**src/rtl/reclaim_pkg.sv**
```systemverilog
// Shared widths, ROB entry payload and recovery-walk state for rob_reg_reclaim.
package reclaim_pkg;

    localparam int unsigned RECLAIM_DEPTH = 16;
    localparam int unsigned RECLAIM_PR_W  = 6;

    typedef struct packed {
        logic                    valid;
        logic                    done;
        logic                    has_rd;
        logic [RECLAIM_PR_W-1:0] p_rd_new;
        logic [RECLAIM_PR_W-1:0] p_rd_old;
    } rob_entry_t;

    typedef enum logic [1:0] {
        IDLE = 2'd0,
        PREP = 2'd1,
        WALK = 2'd2
    } walk_state_t;

endpackage

```
**src/rtl/rob_recover_walker.sv**
```systemverilog
// Flush recovery walker: steps youngest-to-oldest over squashed entries, returning
// their new PRs one per cycle, and pulls the ROB tail back as it goes.
module rob_recover_walker
    import reclaim_pkg::*;
#(
    parameter int unsigned IDX_W = 4,
    parameter int unsigned PR_W  = RECLAIM_PR_W
) (
    input  logic                    clk,
    input  logic                    rst,
    input  logic                    i_flush_go,
    input  logic [IDX_W-1:0]        i_flush_idx,
    input  logic [IDX_W:0]          i_tail_eff,
    input  logic                    i_peek_has_rd,
    input  logic [RECLAIM_PR_W-1:0] i_peek_p_rd_new,
    output logic [IDX_W-1:0]        o_peek_idx_c,
    output logic                    o_inv_en_c,
    output logic [IDX_W-1:0]        o_inv_idx_c,
    output logic                    o_tail_ld_c,
    output logic [IDX_W:0]          o_tail_val_c,
    output logic                    o_stall_recover,
    output logic                    o_recover,
    output logic [PR_W-1:0]         o_pr_new_flush,
    output logic                    o_busy
);

    localparam int unsigned PTR_W = IDX_W + 1;

    walk_state_t      r_state;
    logic [PTR_W-1:0] r_walk_ptr;
    logic [IDX_W-1:0] r_stop;
    logic [PTR_W-1:0] w_walk_prev;
    logic             w_last;

    assign w_walk_prev = r_walk_ptr - PTR_W'(1);
    assign w_last      = (w_walk_prev[IDX_W-1:0] == r_stop);

    // The recover strobe is loaded one cycle early so it lines up with the WALK cycle
    // that invalidates the entry it reports.
    assign o_peek_idx_c = (r_state == WALK) ? w_walk_prev[IDX_W-1:0] : r_walk_ptr[IDX_W-1:0];
    assign o_inv_en_c   = (r_state == WALK);
    assign o_inv_idx_c  = r_walk_ptr[IDX_W-1:0];
    assign o_tail_ld_c  = (r_state == WALK);
    assign o_tail_val_c = r_walk_ptr;

    always_ff @(posedge clk or negedge rst) begin
        if (!rst) begin
            r_state         <= IDLE;
            r_walk_ptr      <= '0;
            r_stop          <= '0;
            o_stall_recover <= 1'b0;
            o_recover       <= 1'b0;
            o_pr_new_flush  <= '0;
            o_busy          <= 1'b0;
        end else begin
            o_stall_recover <= 1'b0;
            o_recover       <= 1'b0;
            case (r_state)
                IDLE: begin
                    if (i_flush_go) begin
                        r_state         <= PREP;
                        r_walk_ptr      <= i_tail_eff - PTR_W'(1);
                        r_stop          <= i_flush_idx;
                        o_stall_recover <= 1'b1;
                        o_busy          <= 1'b1;
                    end
                end
                PREP: begin
                    r_state   <= WALK;
                    o_recover <= i_peek_has_rd;
                    if (i_peek_has_rd) begin
                        o_pr_new_flush <= PR_W'(i_peek_p_rd_new);
                    end
                end
                WALK: begin
                    r_walk_ptr <= w_walk_prev;
                    if (w_last) begin
                        r_state <= IDLE;
                        o_busy  <= 1'b0;
                    end else begin
                        o_recover <= i_peek_has_rd;
                        if (i_peek_has_rd) begin
                            o_pr_new_flush <= PR_W'(i_peek_p_rd_new);
                        end
                    end
                end
                default: begin
                    r_state <= IDLE;
                    o_busy  <= 1'b0;
                end
            endcase
        end
    end

endmodule

```
**src/rtl/rob_reg_reclaim.sv**
```systemverilog
// In-order physical-register reclaim tracker: releases old PRs at commit and returns
// squashed new PRs on flush. Optional RECLAIM_PERF_EN adds saturating perf counters.
module rob_reg_reclaim
    import reclaim_pkg::*;
#(
    parameter int unsigned DEPTH = RECLAIM_DEPTH,
    parameter int unsigned PR_W  = RECLAIM_PR_W,
    parameter int unsigned IDX_W = $clog2(DEPTH)
) (
    input  logic             clk,
    input  logic             rst,
    input  logic             alloc_en,
    input  logic             alloc_has_rd,
    input  logic [PR_W-1:0]  alloc_p_rd_new,
    input  logic [PR_W-1:0]  alloc_p_rd_old,
    output logic [IDX_W-1:0] alloc_idx,
    output logic             full,
    output logic             empty,
    input  logic             complete_en,
    input  logic [IDX_W-1:0] complete_idx,
    input  logic             flush_req,
    input  logic [IDX_W-1:0] flush_idx,
    output logic             retire_reg,
    output logic [PR_W-1:0]  p_rd_old,
    output logic             commit_valid,
    output logic             stall_recover,
    output logic             recover,
    output logic [PR_W-1:0]  PR_new_flush,
    output logic             busy
`ifdef RECLAIM_PERF_EN
    ,
    output logic [31:0]      perf_commit_cnt,
    output logic [31:0]      perf_squash_cnt
`endif
);

    localparam int unsigned PTR_W = IDX_W + 1;

    rob_entry_t       r_rob [DEPTH];
    logic [PTR_W-1:0] r_head;
    logic [PTR_W-1:0] r_tail;

    logic [IDX_W-1:0] w_head_idx;
    logic [IDX_W-1:0] w_tail_idx;
    logic [IDX_W-1:0] w_flush_dist;
    logic [PTR_W-1:0] w_tail_eff;
    logic [PTR_W-1:0] w_count_eff;
    logic             w_full;
    logic             w_empty;
    logic             w_busy;
    logic             w_alloc_go;
    logic             w_commit_go;
    logic             w_flush_go;
    logic [IDX_W-1:0] w_peek_idx;
    logic             w_inv_en;
    logic [IDX_W-1:0] w_inv_idx;
    logic             w_tail_ld;
    logic [PTR_W-1:0] w_tail_ld_val;

    assign w_head_idx = r_head[IDX_W-1:0];
    assign w_tail_idx = r_tail[IDX_W-1:0];
    assign w_empty    = (r_head == r_tail);
    assign w_full     = (r_head[IDX_W] != r_tail[IDX_W]) && (w_head_idx == w_tail_idx);

    assign full      = w_full;
    assign empty     = w_empty;
    assign alloc_idx = w_tail_idx;
    assign busy      = w_busy;

    assign w_alloc_go  = alloc_en && !w_full && !w_busy;
    assign w_commit_go = r_rob[w_head_idx].valid && r_rob[w_head_idx].done && !w_busy && !flush_req;

    // An alloc landing on the flush edge is younger than the branch, so it joins the walk.
    assign w_tail_eff   = r_tail + PTR_W'(w_alloc_go);
    assign w_count_eff  = w_tail_eff - r_head;
    assign w_flush_dist = flush_idx - w_head_idx;
    assign w_flush_go   = flush_req && !w_busy && (({1'b0, w_flush_dist} + PTR_W'(1)) < w_count_eff);

    // Entry storage: alloc write, completion, commit pop and walk invalidate.
    always_ff @(posedge clk or negedge rst) begin
        if (!rst) begin
            r_rob <= '{default: '0};
        end else begin
            if (complete_en) begin
                r_rob[complete_idx].done <= 1'b1;
            end
            if (w_alloc_go) begin
                r_rob[w_tail_idx] <= '{valid:    1'b1,
                                       done:     1'b0,
                                       has_rd:   alloc_has_rd,
                                       p_rd_new: RECLAIM_PR_W'(alloc_p_rd_new),
                                       p_rd_old: RECLAIM_PR_W'(alloc_p_rd_old)};
            end
            if (w_commit_go) begin
                r_rob[w_head_idx].valid <= 1'b0;
            end
            if (w_inv_en) begin
                r_rob[w_inv_idx].valid <= 1'b0;
            end
        end
    end

    always_ff @(posedge clk or negedge rst) begin
        if (!rst) begin
            r_head <= '0;
            r_tail <= '0;
        end else begin
            if (w_commit_go) begin
                r_head <= r_head + PTR_W'(1);
            end
            if (w_tail_ld) begin
                r_tail <= w_tail_ld_val;
            end else if (w_alloc_go) begin
                r_tail <= r_tail + PTR_W'(1);
            end
        end
    end

    always_ff @(posedge clk or negedge rst) begin
        if (!rst) begin
            commit_valid <= 1'b0;
            retire_reg   <= 1'b0;
            p_rd_old     <= '0;
        end else begin
            commit_valid <= w_commit_go;
            retire_reg   <= w_commit_go && r_rob[w_head_idx].has_rd;
            if (w_commit_go) begin
                p_rd_old <= PR_W'(r_rob[w_head_idx].p_rd_old);
            end
        end
    end

    rob_recover_walker #(
        .IDX_W (IDX_W),
        .PR_W  (PR_W)
    ) u_walker (
        .clk             (clk),
        .rst             (rst),
        .i_flush_go      (w_flush_go),
        .i_flush_idx     (flush_idx),
        .i_tail_eff      (w_tail_eff),
        .i_peek_has_rd   (r_rob[w_peek_idx].has_rd),
        .i_peek_p_rd_new (r_rob[w_peek_idx].p_rd_new),
        .o_peek_idx_c    (w_peek_idx),
        .o_inv_en_c      (w_inv_en),
        .o_inv_idx_c     (w_inv_idx),
        .o_tail_ld_c     (w_tail_ld),
        .o_tail_val_c    (w_tail_ld_val),
        .o_stall_recover (stall_recover),
        .o_recover       (recover),
        .o_pr_new_flush  (PR_new_flush),
        .o_busy          (w_busy)
    );

`ifdef RECLAIM_PERF_EN
    always_ff @(posedge clk or negedge rst) begin
        if (!rst) begin
            perf_commit_cnt <= '0;
            perf_squash_cnt <= '0;
        end else begin
            if (w_commit_go && (perf_commit_cnt != '1)) begin
                perf_commit_cnt <= perf_commit_cnt + 32'd1;
            end
            if (w_inv_en && (perf_squash_cnt != '1)) begin
                perf_squash_cnt <= perf_squash_cnt + 32'd1;
            end
        end
    end
`endif

endmodule

```
**config.mk**
```make
export PLATFORM = sky130hd
export DESIGN_NAME = rob_reg_reclaim
export DESIGN_NICKNAME = d
export VERILOG_FILES = /design/src/rtl/reclaim_pkg.sv /design/src/rtl/rob_recover_walker.sv /design/src/rtl/rob_reg_reclaim.sv
export SDC_FILE = /design/constraint.sdc
export NUM_CORES = 1
export LEC_CHECK = 0
export ABC_CLOCK_PERIOD_IN_PS = 6000
export BUFFER_PORTS_ARGS = -buffer_cell sky130_fd_sc_hd__buf_4
export CAP_MARGIN = 20
export CORE_AREA = 4 4 185 151
export DETAILED_ROUTE_END_ITERATION = 8
export DIE_AREA = 0 0 189 155
export GPL_ROUTABILITY_DRIVEN = 0
export PLACE_DENSITY = 0.74
export SYNTH_ARGS = -nofsm -noshare
export SYNTH_HDL_FRONTEND = slang
export SYNTH_HIERARCHICAL = 1
export SYNTH_SLANG_ARGS = --single-unit
```
**constraint.sdc**
```tcl
create_clock -name clk -period 6 [get_ports clk]
set_clock_uncertainty 0.2 [all_clocks]
set_input_delay 0.9 -clock clk [delete_from_list [all_inputs] [get_ports clk]]
set_output_delay 0.9 -clock clk [all_outputs]
set_load 0.005 [all_outputs]
```
==> results by group, run 1 <==
Status
  • Status: finished clean

Cells and area
  • Diode count: 0
  • FILL cells: just over 2000
  • Synthesis-to-layout area growth: 10.1%
  • Nets@finish: 1038
  • Share of cells above drive strength 1: about 28%

STA
  • Final hold violations: 0
  • Relative slew slack: a little under a quarter
  • Fmax: about 200 MHz
  • Slew at the pin closest to its max-slew limit: roughly 1100 ps
  • Crit share post-route: between 80% and 90%
  • Final worst slack: a little over 1000 ps
  • RSZ-0062 raised after global routing: false
  • Tmin final: ~5000 ps
  • Final Setup Violations: 0
  • TNS Setup: 0 ps
  • Count of final max-slew check failures: 0

Floorplan
  • # IOs: between 40 and 50
  • Row Count: 53
  • DIE AREA: between 20000 and 30000 um2
  • Die Y-Extent: ~160 um
  • Core area: about 26000 um2
  • Initial core utilization: 54.1%
  • Chip Width: ~190 um

Setup path
  • Worst setup SP type: flip-flop
  • Crit path launch: r_tail[2]
  • End of the critical path: u_walker/o_tail_val_c[3]
  • Crit path DAT: ~5200 ps
  • Worst Setup End Kind: flip-flop
  • Req. time, crit path: 6210 ps
  • Crit-path cells: xnor2_1 -> nand4_4 -> o21a_1 -> ha_1 -> ha_1 -> xor2_1 -> ha_1 -> a21oi_1 -> xor2_1 -> ha_1 -> nor2b_1 -> o21ai_0 -> and3_1 -> nand2_1 -> or2_2 -> o22ai_1 -> a21oi_1
  • Worst R2R End: u_walker/o_tail_val_c[3]
  • CP max FO: 14
  • WS Path Type: flip-flop to flip-flop
  • FF-to-FF Start: r_tail[2]
  • Max incr delay on CP: 770 ps
  • Critical path's slowest cell: dfrtp_1
  • Crit path top cell by count: ha_1
  • Worst Reg-to-Reg Cells: 17
  • R2R Setup Slk: 1020 ps

Clocking
  • CTS resizes: 0
  • CTS tree: yes
  • Max Root-Sink Buffers: 3
  • H-tree levels: 1
  • Post-CTS Setup Inserts: 0
  • Num CTS Buffers: 28
  • Total clock sinks: about 280
  • Worst-Skew Late Latency: 540 ps
  • Root Driver: clkbuf_16
  • Hold Buf Count CTS: 0
  • Clk slew on worst S/H paths: 60 ps

Logic synthesis
  • Post-synth EDFFs: 0
  • Synthesized area: roughly 14000 um2
  • Fraction of registers with async set/reset: 100%
  • Count leader, synth: dfrtp_1
  • Post-synth top area share: approximately 49%
  • Post-Synthesis Net Count: 1015
  • YS warnings: 6
  • Synth cell count leaders: dfrtp_1, mux2_1, mux4_2
  • XOR/XNOR Fraction of Synth Area: under 10%
  • Synth Area in Adders: 2.77%
  • Post-synth cell types: 66
  • Cell count after synthesis: around 960
  • Post-synthesis mux area share: between 30% and 40%
  • Syn Area/Cell: 14.7 um2
  • Main flop type after synthesis: dfrtp_1
  • Sequential-to-total area share from yosys stat: between 40% and 50%
  • Ranking of synthesized cells by area: dfrtp_1, mux2_1, mux4_2, mux2_4, mux2_2
  • Area leader, netlist: dfrtp_1
  • Main combinational cell family by area after synthesis: multiplexers
  • Synth Area in Compound Gates: between 4 and 5%
  • Simple-gate share of the synthesized area: slightly above 5%
  • Number of synthesized register bits: approximately 280

Place
  • Hpwl dp: between 15000 and 20000 um
  • Port Buffers: 48
  • Setup WS pre-CTS: between 800 and 900 ps

Global routing
  • Aggregate global-route resource usage: between 20 and 25%
  • Initial antenna violation count: 0
  • Largest net degree at the start of global routing: 119
  • GRT overflow: 0
  • Global-route wire length before repair: 50700 um
  • Vias in the first global route: just under 9000

Run
  • Max Cap Viol: 0

Detailed routing
  • WL/cell: 23.4 um
  • Total Routed Length: ~32000 um
  • Drt drc: 0
  • Routed via count: between 8000 and 9000
  • TritonRoute pass-1 iters: 5
  • Final antenna-violating net count: 0
  • Post-DR vias/cell: between 6 and 7
  • Initial DRC count: 616

Min path
  • Worst hold path type: input port to async pin

Pwr
  • Peak VDD IR: 0.317 mV
  • PD cells: ~600 nW/um2
  • P_leak: 6.80 nW
worst min-delay path by stage:
stage,start,endpoint
6_report,rst,async pin
5_1_grt,rst,async pin
4_1_cts,rst,async pin
3_5_place_dp,flip-flop,flip-flop
3_3_place_gp,flip-flop,flip-flop
2_1_floorplan,flip-flop,flip-flop
final cells by class:
type / count / area (um2) / area share (%)
clock buffers: 43 / 828 / 5.33
clock inverters: 5 / 50.0 / 0.322
inverters: 23 / 86.3 / 0.556
multi-input cells: 584 / 6630 / 42.7
flip-flops and latches: 278 / 6960 / 44.8
well taps: 357 / 447 / 2.88
repair buffers: 67 / 531 / 3.42
worst max-delay path, delay by kind of cell, from the launching register on:
family | cells | cell delay (ps)
compound gates | 5 | 880
simple gates | 5 | 1200
flops | 1 | 770
fa+ha+maj | 4 | 1040
xor+xnor | 3 | 750
cells by family (layout without fill, tap and decap cells):
family | Yosys count | count (layout)
AOI/OAI and AO/OA | 97 | 97
xor gates and xnor gates | 37 | 37
adders and majority gates | 30 | 30
buffers and inverters | 97 | 138
DFF | 278 | 278
muxes | 304 | 304
and+or+nand+nor | 116 | 116
per-stage QoR:
step	hold slack, ps	cell area, um2	power, mW	std cells	util [%]
global placement	258	14600	7.31	1308	56.2
detailed placement	268	14600	7.44	1308	56.2
floorplan	249	14100	6.49	959	-
CTS	220	15500	9.18	1356	59.5
finish	207	15500	9.14	1357	59.6
global route	254	15500	9.74	1357	59.6
placed cells by master (no fill, tap or decap), types with 4 or more instances in the layout:
cell type,count
a21oi_1,25
a31oi_1,18
and3_4,4
buf_4,64
clkbuf_1,9
clkbuf_16,29
clkbuf_8,5
clkinv_2,4
dfrtp_1,276
ha_1,28
inv_1,21
mux2_1,154
mux2_2,37
mux2_4,33
mux2i_1,4
mux4_1,13
mux4_2,62
nand2_1,19
nand2b_1,5
nand3_1,6
nand4_1,4
nor2_1,36
nor2b_1,6
nor3_4,7
nor3b_1,5
o21ai_0,9
o21ai_1,5
o22ai_1,18
xnor2_1,23
xor2_1,9
routing by layer:
metal | GRT usage [%] | up-vias | part of all wire [%]
met1 | 31.1 | 4297 | 43
met2 | 35.7 | 251 | 48
met5 | 0 | - | 0
li1 | - | 3599 | -
met4 | 5.17 | 0 | 2.2
met3 | 4.40 | 54 | 7.1
power breakdown:
part,total (mW),switching (mW),internal [mW],leakage (nW)
Combinational,4.11,1.88,2.23,2.92
Clock,1.70,0.713,0.984,0.434
Sequential,3.33,0.574,2.76,3.44
Total,9.14,3.17,5.97,6.80
Note: power is estimated with default switching activity, not from simulation.
==> inputs of run 2 (changes only) <==
--- a/config.mk
+++ b/config.mk
@@ -5,14 +5,15 @@
 export SDC_FILE = /design/constraint.sdc
 export NUM_CORES = 1
 export LEC_CHECK = 0
-export ABC_CLOCK_PERIOD_IN_PS = 6000
+export ABC_AREA = 1
+export ABC_CLOCK_PERIOD_IN_PS = 4500
 export BUFFER_PORTS_ARGS = -buffer_cell sky130_fd_sc_hd__buf_4
 export CAP_MARGIN = 20
-export CORE_AREA = 4 4 185 151
+export CORE_AREA = 4 4 190 155
 export DETAILED_ROUTE_END_ITERATION = 8
-export DIE_AREA = 0 0 189 155
+export DIE_AREA = 0 0 194 159
 export GPL_ROUTABILITY_DRIVEN = 0
-export PLACE_DENSITY = 0.74
+export PLACE_DENSITY = 0.77
 export SYNTH_ARGS = -nofsm -noshare
 export SYNTH_HDL_FRONTEND = slang
 export SYNTH_HIERARCHICAL = 1
==> constraint.sdc (replaced) <==
create_clock -name clk -period 4.5 [get_ports clk]
set_clock_uncertainty 0.2 [all_clocks]
set_input_delay 0.675 -clock clk [delete_from_list [all_inputs] [get_ports clk]]
set_output_delay 0.675 -clock clk [all_outputs]
set_load 0.005 [all_outputs]
==> results by group, run 2 <==
Setup path
  • R2R Setup Slk: 430 ps (-590 ps)
  • Crit path top cell by count: ha_1
  • Crit path launch: r_tail[0]
  • Crit-path cells: xor2_1 -> nor2_2 -> nand3_4 -> nand2_2 -> inv_1 -> ha_1 -> ha_1 -> xor2_1 -> ha_1 -> a21oi_1 -> o21ai_0 -> xnor2_1 -> ha_1 -> o21ai_0 -> nand2_1 -> a21oi_1 -> nand2_1 -> o21ai_2 -> nor2_1 -> a31oi_1
  • Worst Setup End Kind: flip-flop
  • Critical path's slowest cell: dfrtp_1
  • FF-to-FF Start: r_tail[0]
  • Crit path DAT: 4370 ps (-820 ps)
  • End of the critical path: u_walker/o_tail_val_c[3]
  • Cell depth of the worst setup path: 20 (+3)
  • Worst R2R End: u_walker/o_tail_val_c[3]
  • CP top delay family: adder cells
  • CP max FO: 10 (-4)
  • Worst setup SP type: flip-flop
  • Worst Reg-to-Reg Cells: 20 (+3)
  • Buffers & Inverters on Critical Path: 1 (+1)
  • WS Path Type: flip-flop to flip-flop
  • Max incr delay on CP: 520 ps (-250 ps)
  • Req. time, crit path: 4800 ps (-1410 ps)

Global routing
  • Vias in the first global route: 12429 (+43%)
  • GRT overflow: 0 (unchanged)
  • Largest net degree at the start of global routing: 110 (-7.6%)
  • Initial antenna violation count: 0 (unchanged)
  • Global-route wire length before repair: 66300 um (+31%)
  • Aggregate global-route resource usage: 26.0% (+4.0 points)

STA
  • RSZ-0062 raised after global routing: false
  • Count of final max-slew check failures: 0 (unchanged)
  • TNS Setup: 0 ps (unchanged)
  • Final Setup Violations: 0 (unchanged)
  • Hold slack: -68.5 ps (-276 ps)
  • Slew at the pin closest to its max-slew limit: 986 ps (-153 ps)
  • Final hold violations: 29 (+29)
  • Tmin final: 4070 ps (-909 ps)
  • Fmax: 246 MHz (+22%)
  • Crit share post-route: 90.4% (+7.5 points)
  • Relative slew slack: 34.3% (+10 points)

Status
  • Violated checks: negative hold slack
  • Status: finished, violations left

Cells and area
  • Nets@finish: 1971 (+90%)
  • Most frequent cells in the layout: nand2_1, dfrtp_1, o21ai_0, inv_1, a21oi_1
  • Share of cells above drive strength 1: 10.3% (-18 points)
  • Diode count: 0 (unchanged)
  • Leading cell type in the layout, fill and taps excluded: nand2_1
  • Finished Layout Cells: 2302 (+70%)
  • FILL cells: 2402 (+19%)
  • Synthesis-to-layout area growth: 9.78%

Logic synthesis
  • Post-Synthesis Net Count: 1996 (+97%)
  • Synth cell count leaders: nand2_1, dfrtp_1, o21ai_0
  • Fraction of registers with async set/reset: 100% (unchanged)
  • Sequential-to-total area share from yosys stat: 46.6% (-2.7 points)
  • YS warnings: 6 (unchanged)
  • Post-synth EDFFs: 0 (unchanged)
  • Count leader, synth: nand2_1
  • Cell count after synthesis: 1940 (+100%)
  • Synthesized area: 14900 um2 (+5.9%)
  • Ranking of synthesized cells by area: dfrtp_1, nand2_1, o21ai_0, inv_1, a21oi_1
  • Post-synth top area share: 46.6% (-2.7 points)
  • Number of synthesized register bits: 278 (unchanged)
  • Main flop type after synthesis: dfrtp_1
  • Syn Area/Cell: 7.70 um2 (-48%)
  • Post-synth cell types: 45 (-32%)
  • Area leader, netlist: dfrtp_1

Place
  • Hpwl dp: 26100 um (+36%)
  • Port Buffers: 48 (unchanged)
  • Post-Place Cells: 2248 (+72%)

Clocking
  • CTS tree: yes
  • Num CTS Buffers: 29 (+3.6%)
  • Worst-Skew Late Latency: 570 ps (+30 ps)
  • Max Root-Sink Buffers: 3 (unchanged)
  • Clk slew on worst S/H paths: 70 ps (about the same)
  • Hold Buf Count CTS: 0 (unchanged)
  • Post-CTS Setup Inserts: 0 (unchanged)
  • Total clock sinks: 278 (unchanged)
  • Root Driver: clkbuf_16
  • H-tree levels: 1 (unchanged)
  • CTS resizes: 0 (unchanged)

Min path
  • Worst hold path type: input port to async pin

Pwr
  • P_leak: 8.29 nW (+22%)
  • PD cells: 823 nW/um2 (+40%)
  • Peak VDD IR: 0.552 mV (+74%)

Floorplan
  • Row Count: 54 (+1.9%)
  • # IOs: 49 (unchanged)
  • Core area: 27300 um2 (+4.7%)
  • Chip Width: 194 um (+2.6%)
  • Die Y-Extent: 159 um (+2.6%)
  • Initial core utilization: 54.7% (+0.59 points)
  • DIE AREA: 30800 um2 (+5.3%)

Detailed routing
  • WL/cell: 17.8 um (-24%)
  • TritonRoute pass-1 iters: 6 (+1)
  • Initial DRC count: 1577 (+160%)
  • Total Routed Length: 41000 um (+29%)
  • Drt drc: 0 (unchanged)
  • Final antenna-violating net count: 0 (unchanged)
  • Routed via count: 13033 (+59%)
  • Post-DR vias/cell: 5.66 (-6.3%)

Run
  • Max Cap Viol: 0 (unchanged)
==> run 2: worst min-delay path by stage <==
stage	from	to	slack, ps	cells past startpoint
after floorplan	rst	async pin	180	0
after detailed placement	flip-flop	flip-flop	260	2
final	rst	r_rob[104]	-70	1
after global placement	flip-flop	flip-flop	260	2
after CTS	rst	p_rd_old[1]	6	1
after global routing	rst	r_rob[14]	60	1
==> run 2: kinds of logic (layout without fill, tap and decap cells) <==
group,count (synthesis),count (layout),share of synthesized area [%]
AOI/OAI and AO/OA,430,430,15.6
and+or+nand+nor,824,824,23.6
buffers and inverters,357,355,10.4
xor gates and xnor gates,21,21,1.28
adders and majority gates,30,30,2.61
DFF,278,278,46.6
==> run 2: layout make-up <==
class                           count  area [um2]  share of cell area, %
Clock buffer                       44         872                   5.32
Clock inverter                     10         219                   1.34
Inverter                          228         856                   5.22
Multi-Input combinational cell   1305        6440                   39.3
Sequential cell                   278        6960                   42.4
Tap cell                          364         455                   2.78
Timing Repair Buffer               73         593                   3.62
==> run 2: through the flow <==
| stage | instance area, um2 | util [%] | setup WS (ps) | power, mW | hold slack, ps |
|---|---|---|---|---|---|
| final | 16400 | 60.1 | 430 | 13.5 | -68.5 |
| after global routing | 16400 | 60.1 | 125 | 14.5 | 60.3 |
| after CTS | 16400 | 60.1 | 468 | 13.4 | 6.29 |
| after detailed placement | 15300 | 56.1 | 565 | 10.6 | 260 |
| after global placement | 15300 | 56.1 | 692 | 10.4 | 256 |
| after floorplan | 14900 | - | 669 | 8.94 | 179 |
==> run 2: routing by layer <==
metal	global-route usage (%)	share of wire [%]	up-vias
li1	-	-	6116
met1	37.4	43	6215
met2	39.7	44	617
met3	6.05	11	85
met4	7.60	3.0	0
met5	0	0	-
==> run 2: report_power, final <==
part           switching, mW  internal [mW]  leakage, nW
Sequential             0.601           3.70         3.37
Clock                   1.05           1.68        0.536
Combinational           4.25           2.21         4.38
Total                   5.90           7.59         8.29
==> inputs of run 3 (changes only) <==
--- a/config.mk
+++ b/config.mk
@@ -9,11 +9,11 @@
 export ABC_CLOCK_PERIOD_IN_PS = 4500
 export BUFFER_PORTS_ARGS = -buffer_cell sky130_fd_sc_hd__buf_4
 export CAP_MARGIN = 20
-export CORE_AREA = 4 4 190 155
+export CORE_AREA = 4 4 199 162
 export DETAILED_ROUTE_END_ITERATION = 8
-export DIE_AREA = 0 0 194 159
+export DIE_AREA = 0 0 203 166
 export GPL_ROUTABILITY_DRIVEN = 0
-export PLACE_DENSITY = 0.77
+export PLACE_DENSITY = 0.71
 export SYNTH_ARGS = -nofsm -noshare
 export SYNTH_HDL_FRONTEND = slang
 export SYNTH_HIERARCHICAL = 1
==> results by group, run 3 (synthesized netlist as in run 2, its figures left out) <==
Cells and area
  • Final Util: 54.0% (-6.1 points)
  • Nets@finish: 1970 (-0.051%)
  • Diode count: 0 (unchanged)
  • Leading cell type in the layout, fill and taps excluded: nand2_1
  • Synthesis-to-layout area growth: 9.04%
  • Share of cells above drive strength 1: 9.92% (-0.35 points)
  • Finished Layout Cells: 2348 (+2.0%)
  • Most frequent cells in the layout: nand2_1, dfrtp_1, o21ai_0, inv_1, a21oi_1

Global routing
  • Global-route wire length before repair: 66000 um (-0.35%)
  • Initial antenna violation count: 0 (unchanged)
  • Largest net degree at the start of global routing: 124 (+13%)
  • Aggregate global-route resource usage: 23.9% (-2.0 points)
  • GRT overflow: 0 (unchanged)
  • Vias in the first global route: 12244 (-1.5%)

Pwr
  • Sequential power share: 32.9% (+1.0 points)
  • PD cells: 801 nW/um2 (-2.7%)
  • Comb pwr share: 49.2% (+1.3 points)
  • P_leak: 8.21 nW (-1.0%)
  • Net Sw Power: 5.78 mW (-2.0%)
  • Pint: 7.26 mW (-4.4%)
  • Switch share: 44.3% (+0.62 points)
  • Clock Power Share: 17.9% (-2.3 points)
  • Peak VDD IR: 0.327 mV (-41%)

Detailed routing
  • WL/cell: 17.4 um (-2.4%)
  • Drt drc: 0 (unchanged)
  • Initial DRC count: 1330 (-16%)
  • Final antenna-violating net count: 0 (unchanged)
  • Routed via count: 12823 (-1.6%)
  • Total Routed Length: 40900 um (-0.43%)
  • Post-DR vias/cell: 5.46 (-3.5%)
  • TritonRoute pass-1 iters: 6 (unchanged)

Run
  • Max Cap Viol: 0 (unchanged)

Setup path
  • Crit-path cells: xor2_1 -> nor2_2 -> nand3_4 -> nand2_2 -> inv_1 -> ha_1 -> ha_1 -> xor2_1 -> ha_1 -> a21oi_1 -> o21ai_0 -> xnor2_1 -> ha_1 -> o21ai_0 -> nand2_1 -> a21oi_1 -> nand2_1 -> o21ai_2 -> nor2_1 -> a31oi_1
  • Buffers & Inverters on Critical Path: 1 (unchanged)
  • CP max FO: 10 (unchanged)
  • Worst setup SP type: flip-flop
  • Worst Setup End Kind: flip-flop
  • WS Path Type: flip-flop to flip-flop
  • Req. time, crit path: 4790 ps (about the same)
  • Max incr delay on CP: 500 ps (-20 ps)
  • Crit path top cell by count: ha_1
  • CP top delay family: adder cells
  • Crit path DAT: 4380 ps (about the same)
  • Critical path's slowest cell: dfrtp_1

STA
  • Hold slack: 144 ps (+212 ps)
  • Tmin final: 4090 ps (+23.3 ps)
  • Crit share post-route: 91.0% (+0.52 points)
  • Count of final max-slew check failures: 0 (unchanged)
  • Final hold violations: 0 (-100%)
  • Slew at the pin closest to its max-slew limit: 984 ps (-1.88 ps)
  • Relative slew slack: 34.4% (+0.13 points)
  • Final Setup Violations: 0 (unchanged)
  • RSZ-0062 raised after global routing: false
  • TNS Setup: 0 ps (unchanged)
  • Final worst slack: 407 ps (-23.3 ps)
  • Fmax: 244 MHz (-0.57%)

Clocking
  • H-tree levels: 1 (unchanged)
  • Root Driver: clkbuf_16
  • Worst-Skew Late Latency: 570 ps (about the same)
  • Total clock sinks: 278 (unchanged)
  • CTS tree: yes
  • Max Root-Sink Buffers: 3 (unchanged)
  • Num CTS Buffers: 29 (unchanged)
  • Clk slew on worst S/H paths: 60 ps (about the same)
  • Post-CTS Setup Inserts: 0 (unchanged)

Place
  • Setup WS pre-CTS: 414 ps (-151 ps)
  • Port Buffers: 48 (unchanged)
  • Post-Place Cells: 2295 (+2.1%)
  • Hpwl dp: 26000 um (-0.21%)

Floorplan
  • Initial core utilization: 49.5% (-5.2 points)
  • Die Y-Extent: 166 um (+4.4%)
  • Core area: 30200 um2 (+11%)
  • DIE AREA: 33700 um2 (+9.2%)
  • Row Count: 57 (+5.6%)
  • # IOs: 49 (unchanged)
  • Chip Width: 203 um (+4.6%)

Min path
  • Worst hold path type: input port to flip-flop

Status
  • Status: finished clean
[run 3: worst reg2reg max path: stages (launching register included)]
cell	delay [ps]
dfrtp_1	500
xor2_1	210
nor2_2	200
nand3_4	100
nand2_2	80
inv_1	90
ha_1	220
ha_1	210
xor2_1	290
ha_1	340
a21oi_1	150
o21ai_0	130
xnor2_1	190
ha_1	260
o21ai_0	80
nand2_1	70
a21oi_1	170
nand2_1	130
o21ai_2	190
nor2_1	80
a31oi_1	140
[run 3: metal layers]
metal / part of all wire [%] / vias up / GRT usage, %
li1: - / 6125 / -
met1: 44 / 6078 / 34.4
met2: 43 / 545 / 36.0
met3: 10 / 75 / 6.60
met4: 2.5 / 0 / 6.52
met5: 0 / - / 0
[run 3: repair_timing]
item / in CTS / in global routing
hold buffers: 1 / 0
resized for setup: 0 / 0
endpoints found under the hold margin: 61 / 0
endpoints found under the setup margin: 0 / 0
[run 3: power by group through the flow]
stage	Sequential, mW	Clock [mW]	Combinational [mW]
final	4.29	2.34	6.41
after global routing	4.42	2.48	7.28
after CTS	4.28	2.38	6.37
after detailed placement	4.32	0	6.33
after global placement	4.28	0	6.17
after floorplan	4.15	0	4.79
[run 3: metrics by stage]
step	cell area (um2)	power, mW
floorplan	14900	8.94
global placement	15400	10.4
detailed placement	15400	10.6
CTS	16300	13.0
global route	16300	14.2
finish	16300	13.0
[run 3: worst paths after layout]
check,slack (ps),from,end,cells after the start
hold / removal,140,flush_idx[0],u_walker/r_stop[0],3
setup reg to reg,410,r_tail[0],u_walker/o_tail_val_c[4],20
setup / recovery,410,r_tail[0],u_walker/o_tail_val_c[4],20
hold reg to reg,270,u_walker/o_pr_new_flush[1],u_walker/o_pr_new_flush[1],2
max in group asynchronous,2550,rst,async pin,3
min in group asynchronous,460,rst,r_rob[134],2
[run 3: cell type report]
type	instances	area (um2)
clock buffer	47	883
sequential	278	6960
timing repair buffer	72	588
clock inverter	5	40.0
fill	2823	13900
tap	413	517
inverter	228	856
multi-input combinational	1305	6440
